### config.mk
export PLATFORM = sky130hd
export DESIGN_NAME = uart_work_controller_flat
export DESIGN_NICKNAME = d
export VERILOG_FILES = /design/src/rtl/uart_work_controller_if.sv /design/src/rtl/uart_work_controller.sv /design/src/flat_wrapper.sv
export SDC_FILE = /design/constraint.sdc
export NUM_CORES = 2
export LEC_CHECK = 0
export CORE_MARGIN = 1.5
export CORE_UTILIZATION = 52
export DETAILED_ROUTE_END_ITERATION = 12
export PLACE_DENSITY = 0.77
export SKIP_CTS_REPAIR_TIMING = 1
export SLEW_MARGIN = 20
export SYNTH_ARGS = -nofsm -noshare
export SYNTH_HDL_FRONTEND = slang
export SYNTH_SLANG_ARGS = --single-unit
export TNS_END_PERCENT = 50
### constraint.sdc
create_clock -name clk_50m -period 3.5 [get_ports clk_50m]
set_input_delay 0.7 -clock clk_50m [delete_from_list [all_inputs] [get_ports clk_50m]]
set_output_delay 0.7 -clock clk_50m [all_outputs]
set_load 0.005 [all_outputs]
### src/rtl/uart_work_controller_if.sv
// Bundle of the UART-facing and hash-core-facing signals of uart_work_controller.
// master: the controller itself. slave: the UART/hash-core side (or a bench).
interface uart_work_controller_if #(
    parameter int WORK_BYTES = 44
);
    logic                      rx_rdy;
    logic [7:0]                rx_data;
    logic                      rx_rdy_clr;
    logic [7:0]                tx_din;
    logic                      tx_wr_en;
    logic                      tx_busy;
    logic [WORK_BYTES*8-1:0]   work_data;
    logic                      work_valid;
    logic [31:0]               nonce;
    logic                      nonce_valid;
    logic                      nonce_drop;
    logic                      rx_timeout;

    modport master (
        input  rx_rdy, rx_data, tx_busy, nonce, nonce_valid,
        output rx_rdy_clr, tx_din, tx_wr_en, work_data, work_valid, nonce_drop, rx_timeout
    );

    modport slave (
        output rx_rdy, rx_data, tx_busy, nonce, nonce_valid,
        input  rx_rdy_clr, tx_din, tx_wr_en, work_data, work_valid, nonce_drop, rx_timeout
    );
endinterface

### src/rtl/uart_work_controller.sv
// uart_work_controller: shares one UART between work download and nonce upload.
//  RX: assembles WORK_BYTES bytes (first byte ends in the MSBs) into a shadowed
//      work word and pulses work_valid when a full packet has arrived.
//  TX: sends each accepted 32-bit nonce as 4 bytes, MSB first.
// Optional feature: define UART_CTRL_TIMEOUT_EN to discard a partial packet after
// TIMEOUT_CYCLES idle clocks (rx_timeout pulses); otherwise rx_timeout is always 0.
module uart_work_controller #(
    parameter int WORK_BYTES     = 44,
    parameter int TIMEOUT_CYCLES = 5_000_000
) (
    input  logic                   clk_50m,
    input  logic                   rst,
    uart_work_controller_if.master bus
);
    localparam int              WW         = WORK_BYTES * 8;
    localparam int              CW         = $clog2(WORK_BYTES + 1);
    localparam logic [CW-1:0]   FULL_COUNT = CW'(WORK_BYTES);

    typedef enum logic [1:0] {RX_IDLE, RX_ACK, RX_WAIT} rx_state_t;
    typedef enum logic [1:0] {TX_IDLE, TX_LOAD, TX_START, TX_BUSY} tx_state_t;

    // Selects byte i of a nonce, index 0 being the most significant byte.
    function automatic logic [7:0] nonce_byte(input logic [31:0] n, input logic [1:0] i);
        logic [7:0] b;
        case (i)
            2'd0:    b = n[31:24];
            2'd1:    b = n[23:16];
            2'd2:    b = n[15:8];
            2'd3:    b = n[7:0];
            default: b = 8'h00;
        endcase
        return b;
    endfunction

    rx_state_t        rx_state_r, rx_state_s;
    logic [CW-1:0]    count_r;
    logic [WW-1:0]    asm_r;
    logic [WW-1:0]    work_data_r;
    logic             work_valid_r, rx_rdy_clr_r, rx_timeout_r;
    logic             capture_s, pkt_done_s, timeout_hit_s;

    tx_state_t        tx_state_r, tx_state_s;
    logic [31:0]      nonce_r;
    logic [1:0]       idx_r;
    logic [7:0]       tx_din_r;
    logic             tx_wr_en_r, nonce_drop_r;
    logic             latch_s, emit_s, advance_s, drop_s;

    assign bus.rx_rdy_clr = rx_rdy_clr_r;
    assign bus.work_data  = work_data_r;
    assign bus.work_valid = work_valid_r;
    assign bus.rx_timeout = rx_timeout_r;
    assign bus.tx_din     = tx_din_r;
    assign bus.tx_wr_en   = tx_wr_en_r;
    assign bus.nonce_drop = nonce_drop_r;

    // RX next state: capture in idle, acknowledge once, then wait for rdy to drop.
    always_comb begin
        rx_state_s = rx_state_r;
        capture_s  = 1'b0;
        pkt_done_s = 1'b0;
        case (rx_state_r)
            RX_IDLE: begin
                if (bus.rx_rdy) begin
                    capture_s  = 1'b1;
                    rx_state_s = RX_ACK;
                end else begin
                    rx_state_s = RX_IDLE;
                end
            end
            RX_ACK: begin
                rx_state_s = RX_WAIT;
                if (count_r == FULL_COUNT) begin
                    pkt_done_s = 1'b1;
                end else begin
                    pkt_done_s = 1'b0;
                end
            end
            RX_WAIT: begin
                if (!bus.rx_rdy) begin
                    rx_state_s = RX_IDLE;
                end else begin
                    rx_state_s = RX_WAIT;
                end
            end
            default: rx_state_s = RX_IDLE;
        endcase
    end

`ifdef UART_CTRL_TIMEOUT_EN
    localparam int TW = $clog2(TIMEOUT_CYCLES + 1);
    logic [TW-1:0] idle_cnt_r;

    // Timeout fires on the TIMEOUT_CYCLES-th idle clock of a partial packet.
    always_comb begin
        if ((count_r != {CW{1'b0}}) && (count_r < FULL_COUNT) && !capture_s &&
            (idle_cnt_r == TW'(TIMEOUT_CYCLES - 1))) begin
            timeout_hit_s = 1'b1;
        end else begin
            timeout_hit_s = 1'b0;
        end
    end

    // Idle clock counter, running only while a packet is partially received.
    always_ff @(posedge clk_50m) begin
        if (rst) begin
            idle_cnt_r <= {TW{1'b0}};
        end else if (capture_s || timeout_hit_s || (count_r == {CW{1'b0}})) begin
            idle_cnt_r <= {TW{1'b0}};
        end else if (count_r < FULL_COUNT) begin
            idle_cnt_r <= idle_cnt_r + {{(TW-1){1'b0}}, 1'b1};
        end else begin
            idle_cnt_r <= idle_cnt_r;
        end
    end
`else
    // Without the timeout feature a partial packet simply waits for more bytes.
    always_comb begin
        timeout_hit_s = 1'b0;
    end
`endif

    // RX state, byte assembly, shadowed work word and registered RX strobes.
    always_ff @(posedge clk_50m) begin
        if (rst) begin
            rx_state_r   <= RX_IDLE;
            count_r      <= {CW{1'b0}};
            asm_r        <= {WW{1'b0}};
            work_data_r  <= {WW{1'b0}};
            work_valid_r <= 1'b0;
            rx_rdy_clr_r <= 1'b0;
            rx_timeout_r <= 1'b0;
        end else begin
            rx_state_r   <= rx_state_s;
            rx_rdy_clr_r <= capture_s;
            work_valid_r <= pkt_done_s;
            rx_timeout_r <= timeout_hit_s;
            if (capture_s) begin
                asm_r   <= {asm_r[WW-9:0], bus.rx_data};
                count_r <= count_r + {{(CW-1){1'b0}}, 1'b1};
            end else if (pkt_done_s) begin
                count_r     <= {CW{1'b0}};
                work_data_r <= asm_r;
            end else if (timeout_hit_s) begin
                count_r <= {CW{1'b0}};
            end else begin
                count_r <= count_r;
            end
        end
    end

    // TX next state: load a byte when the UART is free, see it accepted, see it finish.
    always_comb begin
        tx_state_s = tx_state_r;
        latch_s    = 1'b0;
        emit_s     = 1'b0;
        advance_s  = 1'b0;
        if (bus.nonce_valid && (tx_state_r != TX_IDLE)) begin
            drop_s = 1'b1;
        end else begin
            drop_s = 1'b0;
        end
        case (tx_state_r)
            TX_IDLE: begin
                if (bus.nonce_valid) begin
                    latch_s    = 1'b1;
                    tx_state_s = TX_LOAD;
                end else begin
                    tx_state_s = TX_IDLE;
                end
            end
            TX_LOAD: begin
                if (!bus.tx_busy) begin
                    emit_s     = 1'b1;
                    tx_state_s = TX_START;
                end else begin
                    tx_state_s = TX_LOAD;
                end
            end
            TX_START: begin
                if (bus.tx_busy) begin
                    tx_state_s = TX_BUSY;
                end else begin
                    tx_state_s = TX_START;
                end
            end
            TX_BUSY: begin
                if (!bus.tx_busy) begin
                    if (idx_r != 2'd3) begin
                        advance_s  = 1'b1;
                        tx_state_s = TX_LOAD;
                    end else begin
                        tx_state_s = TX_IDLE;
                    end
                end else begin
                    tx_state_s = TX_BUSY;
                end
            end
            default: tx_state_s = TX_IDLE;
        endcase
    end

    // TX state, latched nonce, byte index and registered UART write strobe.
    always_ff @(posedge clk_50m) begin
        if (rst) begin
            tx_state_r   <= TX_IDLE;
            nonce_r      <= 32'h0000_0000;
            idx_r        <= 2'd0;
            tx_din_r     <= 8'h00;
            tx_wr_en_r   <= 1'b0;
            nonce_drop_r <= 1'b0;
        end else begin
            tx_state_r   <= tx_state_s;
            tx_wr_en_r   <= emit_s;
            nonce_drop_r <= drop_s;
            if (latch_s) begin
                nonce_r <= bus.nonce;
                idx_r   <= 2'd0;
            end else if (advance_s) begin
                idx_r <= idx_r + 2'd1;
            end else begin
                idx_r <= idx_r;
            end
            if (emit_s) begin
                tx_din_r <= nonce_byte(nonce_r, idx_r);
            end else begin
                tx_din_r <= tx_din_r;
            end
        end
    end
endmodule

### src/flat_wrapper.sv
// flat-port wrapper written by rule: the top's interface ports become plain ports
module uart_work_controller_flat 
#(
    parameter int WORK_BYTES     = 44,
    parameter int TIMEOUT_CYCLES = 5_000_000
)
  (clk_50m, rst, bus_rx_rdy, bus_rx_data, bus_tx_busy, bus_nonce, bus_nonce_valid, bus_rx_rdy_clr, bus_tx_din, bus_tx_wr_en, bus_work_data, bus_work_valid, bus_nonce_drop, bus_rx_timeout);
  uart_work_controller_if #(.WORK_BYTES(WORK_BYTES)) bus_i ();
  input  logic clk_50m;
  input  logic rst;
  input wire logic [$bits(bus_i.rx_rdy)-1:0] bus_rx_rdy;
  input wire logic [$bits(bus_i.rx_data)-1:0] bus_rx_data;
  input wire logic [$bits(bus_i.tx_busy)-1:0] bus_tx_busy;
  input wire logic [$bits(bus_i.nonce)-1:0] bus_nonce;
  input wire logic [$bits(bus_i.nonce_valid)-1:0] bus_nonce_valid;
  output wire logic [$bits(bus_i.rx_rdy_clr)-1:0] bus_rx_rdy_clr;
  output wire logic [$bits(bus_i.tx_din)-1:0] bus_tx_din;
  output wire logic [$bits(bus_i.tx_wr_en)-1:0] bus_tx_wr_en;
  output wire logic [$bits(bus_i.work_data)-1:0] bus_work_data;
  output wire logic [$bits(bus_i.work_valid)-1:0] bus_work_valid;
  output wire logic [$bits(bus_i.nonce_drop)-1:0] bus_nonce_drop;
  output wire logic [$bits(bus_i.rx_timeout)-1:0] bus_rx_timeout;
  assign bus_i.rx_rdy = bus_rx_rdy;
  assign bus_i.rx_data = bus_rx_data;
  assign bus_i.tx_busy = bus_tx_busy;
  assign bus_i.nonce = bus_nonce;
  assign bus_i.nonce_valid = bus_nonce_valid;
  assign bus_rx_rdy_clr = bus_i.rx_rdy_clr;
  assign bus_tx_din = bus_i.tx_din;
  assign bus_tx_wr_en = bus_i.tx_wr_en;
  assign bus_work_data = bus_i.work_data;
  assign bus_work_valid = bus_i.work_valid;
  assign bus_nonce_drop = bus_i.nonce_drop;
  assign bus_rx_timeout = bus_i.rx_timeout;
  uart_work_controller #(.WORK_BYTES(WORK_BYTES), .TIMEOUT_CYCLES(TIMEOUT_CYCLES)) u_core (.clk_50m(clk_50m), .rst(rst), .bus(bus_i));
endmodule
==> metrics.txt <==
Avg Inst Size Synth 8.17 um^2; Setup WS pre-CTS 0.806 ns; Cells after DPL 4190; setup TNS 0 ns; Clock Latency Late Sink 0.62 ns; worst path cell trace clkdlybuf4s50_1; post-route ant nets 0; Clock Skews 0.0209 ns; pin count of the biggest net entering global routing 157; Post-Route WL 76.2 mm; slowest stage cell on the critical path clkdlybuf4s50_1; sequential area share after synthesis 55.4%; met3 usage 4.78%; P&R area growth vs syn 24.8%; Crit. End Element primary output; Critical Path AT 1.71 ns; Final Cycle Share 68.8%; RSZ-0062 raised after global routing no; Tmin final 2.41 ns; nets@finish 3631; clk buf depth 3; Post-Syn Area 27400 um^2; Pins Over Slew Limit 0; Psw 0.00388 W; status finished clean; reg2reg setup slack 1.28 ns; CP peak stage delay 0.63 ns; fillers 4373; HP Class register to register; clock sink count 759; worst flop-to-flop path endpoint u_core.bus.work_data[312]; number of CTS-inserted buffers 76; die area 54200 um^2; clock share of power 46.0%; initial antenna violation count 1; DR pass1 iterations 9; Crit Path Class register to primary output; Vias 24700; Combinational Power Share 4.0%; # IOs 410; global-route wire length before repair 119 mm; Crit path buffers/inverters 1; P_leak 10.9 nW; grt total ovfl 0; Tot GR Track Use 27.0%; CTS clock-pin slew for the worst setup and hold paths 0.06 ns; unique cell type count in the Yosys netlist 38; Finished Layout Cells 4326; setup violators final 0; Mapped Nets 3410; #FFs+latches synth 759; hold slack 0.451 ns; hold endpoint u_core.asm_r[123]; family with the most delay on the worst path buffers and inverters; Final Hold Viols 0; Max Freq 415 MHz; CTS tree built; # port buffers 408; global routing met1 resource utilization 37.5%; htree depth 3; vias in the first global route 22400; DR DRC count 0; initial core utilization 52.4%; initial drt markers 2587; max_cap viols 0; routability congestion estimate 0.811; Seq pwr share 50.1%; core area 52300 um^2; busiest grt layer met2; Power Density 509 nW/um^2; Site Rows 84; sw frac 22.3%; setup ws final 1.09 ns; Worst Path Required 2.80 ns; cell count after synthesis 3359; Via density 5.71; Max-slew headroom 55.1%; Die H 233 um; Min-Delay Startpoint u_core.asm_r[115]; actual slew at the worst max-slew pin 0.673 ns; peak supply drop 0.398 mV; root buffer cell clkbuf_16; worst reg2reg startpoint u_core.count_r[0]; GR Util met2 42.7%; synth warn 0; Internal 0.0135 W; Die X 233 um; layout cell share with drive strength beyond 1 5.17%; critical path peak fanout 8; Hold Path Stages 2; final core occ 65.4%; Final HPWL DP 47.0 mm; Critical Path Start Type register; WL per Instance 17.6 um; Worst Reg2Reg Path Length in Cells 6
-- cells by family after synthesis --
family	count (synthesis)	share of synthesized area (%)
xor+xnor	1	0.0319
fa+ha+maj	6	0.274
simple gates	1124	17.3
mux	33	1.20
other cells	1	0.0137
flops	759	55.4
compound gates	1099	20.4
buf+inv	336	5.38
-- routing by layer --
metal	part of all wire, %	wire length [um]
met1	44	33100
met2	47	36000
met3	7.1	5380
met4	2.2	1680
met5	0	0
-- cell usage in the layout, fill, tap and decap left out, drive strengths merged, types with 2 or more instances in the layout --
| master | count |
|---|---|
| a21oi | 710 |
| a222oi | 8 |
| a22o | 8 |
| a31oi | 3 |
| buf | 64 |
| bufinv | 2 |
| clkbuf | 116 |
| clkdlybuf4s50 | 407 |
| clkinv | 14 |
| dfxtp | 759 |
| ha | 6 |
| inv | 11 |
| mux2i | 33 |
| nand2 | 715 |
| nand2b | 2 |
| nand3 | 355 |
| nand3b | 2 |
| nand4b | 2 |
| nor2 | 34 |
| nor3 | 3 |
| nor3b | 2 |
| o211ai | 2 |
| o21ai | 364 |
| or3 | 2 |
| or3b | 2 |
-- power groups by stage --
stage | Combinational [W] | Clock, W | Sequential, W
3_3_place_gp | 0.000688 | 0 | 0.00892
4_1_cts | 0.000689 | 0.00812 | 0.00872
6_report | 0.000694 | 0.00801 | 0.00873
3_5_place_dp | 0.000686 | 0 | 0.00892
5_1_grt | 0.000748 | 0.00847 | 0.00873
2_1_floorplan | 0.000471 | 0 | 0.00890
-- worst max path at each step --
stage | start | endpoint | cells after the start
floorplan | bus_tx_busy | u_core.bus.tx_din[0] | 4
global placement | bus_rx_rdy | u_core.asm_r[313] | 6
detailed placement | bus_rx_rdy | u_core.asm_r[310] | 6
CTS | u_core.rx_state_r[0] | bus_rx_rdy_clr | 1
global route | u_core.rx_state_r[0] | bus_rx_rdy_clr | 1
finish | u_core.rx_state_r[0] | bus_rx_rdy_clr | 1
-- Yosys cell counts --
cell      number  area [um^2]
dfxtp_1      759        15200
o21ai_0      364         1820
or3_1          2         12.5
nand3b_1       1         7.51
or4_1          1         7.51
nor2_1        33          124
conb_1         1         3.75
and2_1         1         6.26
a22o_1         8         70.1
mux2i_1       33          330
buf_4          3         22.5
clkbuf_1     170          638
a211oi_2       1         12.5
nor3b_1        2         15.0
o31ai_1        1         7.51
buf_2        150          751
xnor2_1        1         8.76
buf_6          2         22.5
nand2b_1       2         12.5
and4bb_2       1         12.5
a222oi_1       8         80.1
and4b_1        1         10.0
o211ai_1       2         15.0
a21oi_1      710         3550
o21a_1         1         7.51
ha_1           6         75.1
nand3_1      355         1780
buf_1          3         11.3
or3b_1         2         17.5
nand3b_4       1         20.0
nand4b_1       2         17.5
inv_1          8         30.0
a31oi_1        3         18.8
o211a_1        1         10.0
nor3_1         3         15.0
nor2_2         1         6.26
nand2_1      715         2680
and3b_1        1         8.76
-- metrics by stage --
stage | total power [W] | cell area, um^2
2_1_floorplan | 0.00938 | 27400
3_3_place_gp | 0.00960 | 31800
3_5_place_dp | 0.00960 | 31800
4_1_cts | 0.0175 | 34200
5_1_grt | 0.0179 | 34200
6_report | 0.0174 | 34200
-- final cells by class --
| cell class | count | area (um^2) | share of cell area [%] |
|---|---|---|---|
| inverter | 8 | 30.0 | 0.0877 |
| timing repair buffer | 471 | 4900 | 14.3 |
| antenna | 1 | 2.50 | 0.00731 |
| clock inverter | 19 | 183 | 0.533 |
| clock buffer | 116 | 2290 | 6.68 |
| tap | 688 | 861 | 2.51 |
| multi-input combinational | 2264 | 10800 | 31.5 |
| sequential | 759 | 15200 | 44.4 |
-- flip-flops by register name (all words and copies together) (netlist names), 2 cells and up --
register / count
u_core.count_r: 6
u_core.tx_state_r: 2
u_core.rx_state_r: 2
u_core.idx_r: 2
u_core.nonce_r: 32
u_core.asm_r: 352
u_core.bus.work_data: 352
u_core.bus.tx_din: 8
Note: power is estimated with default switching activity, not from simulation.
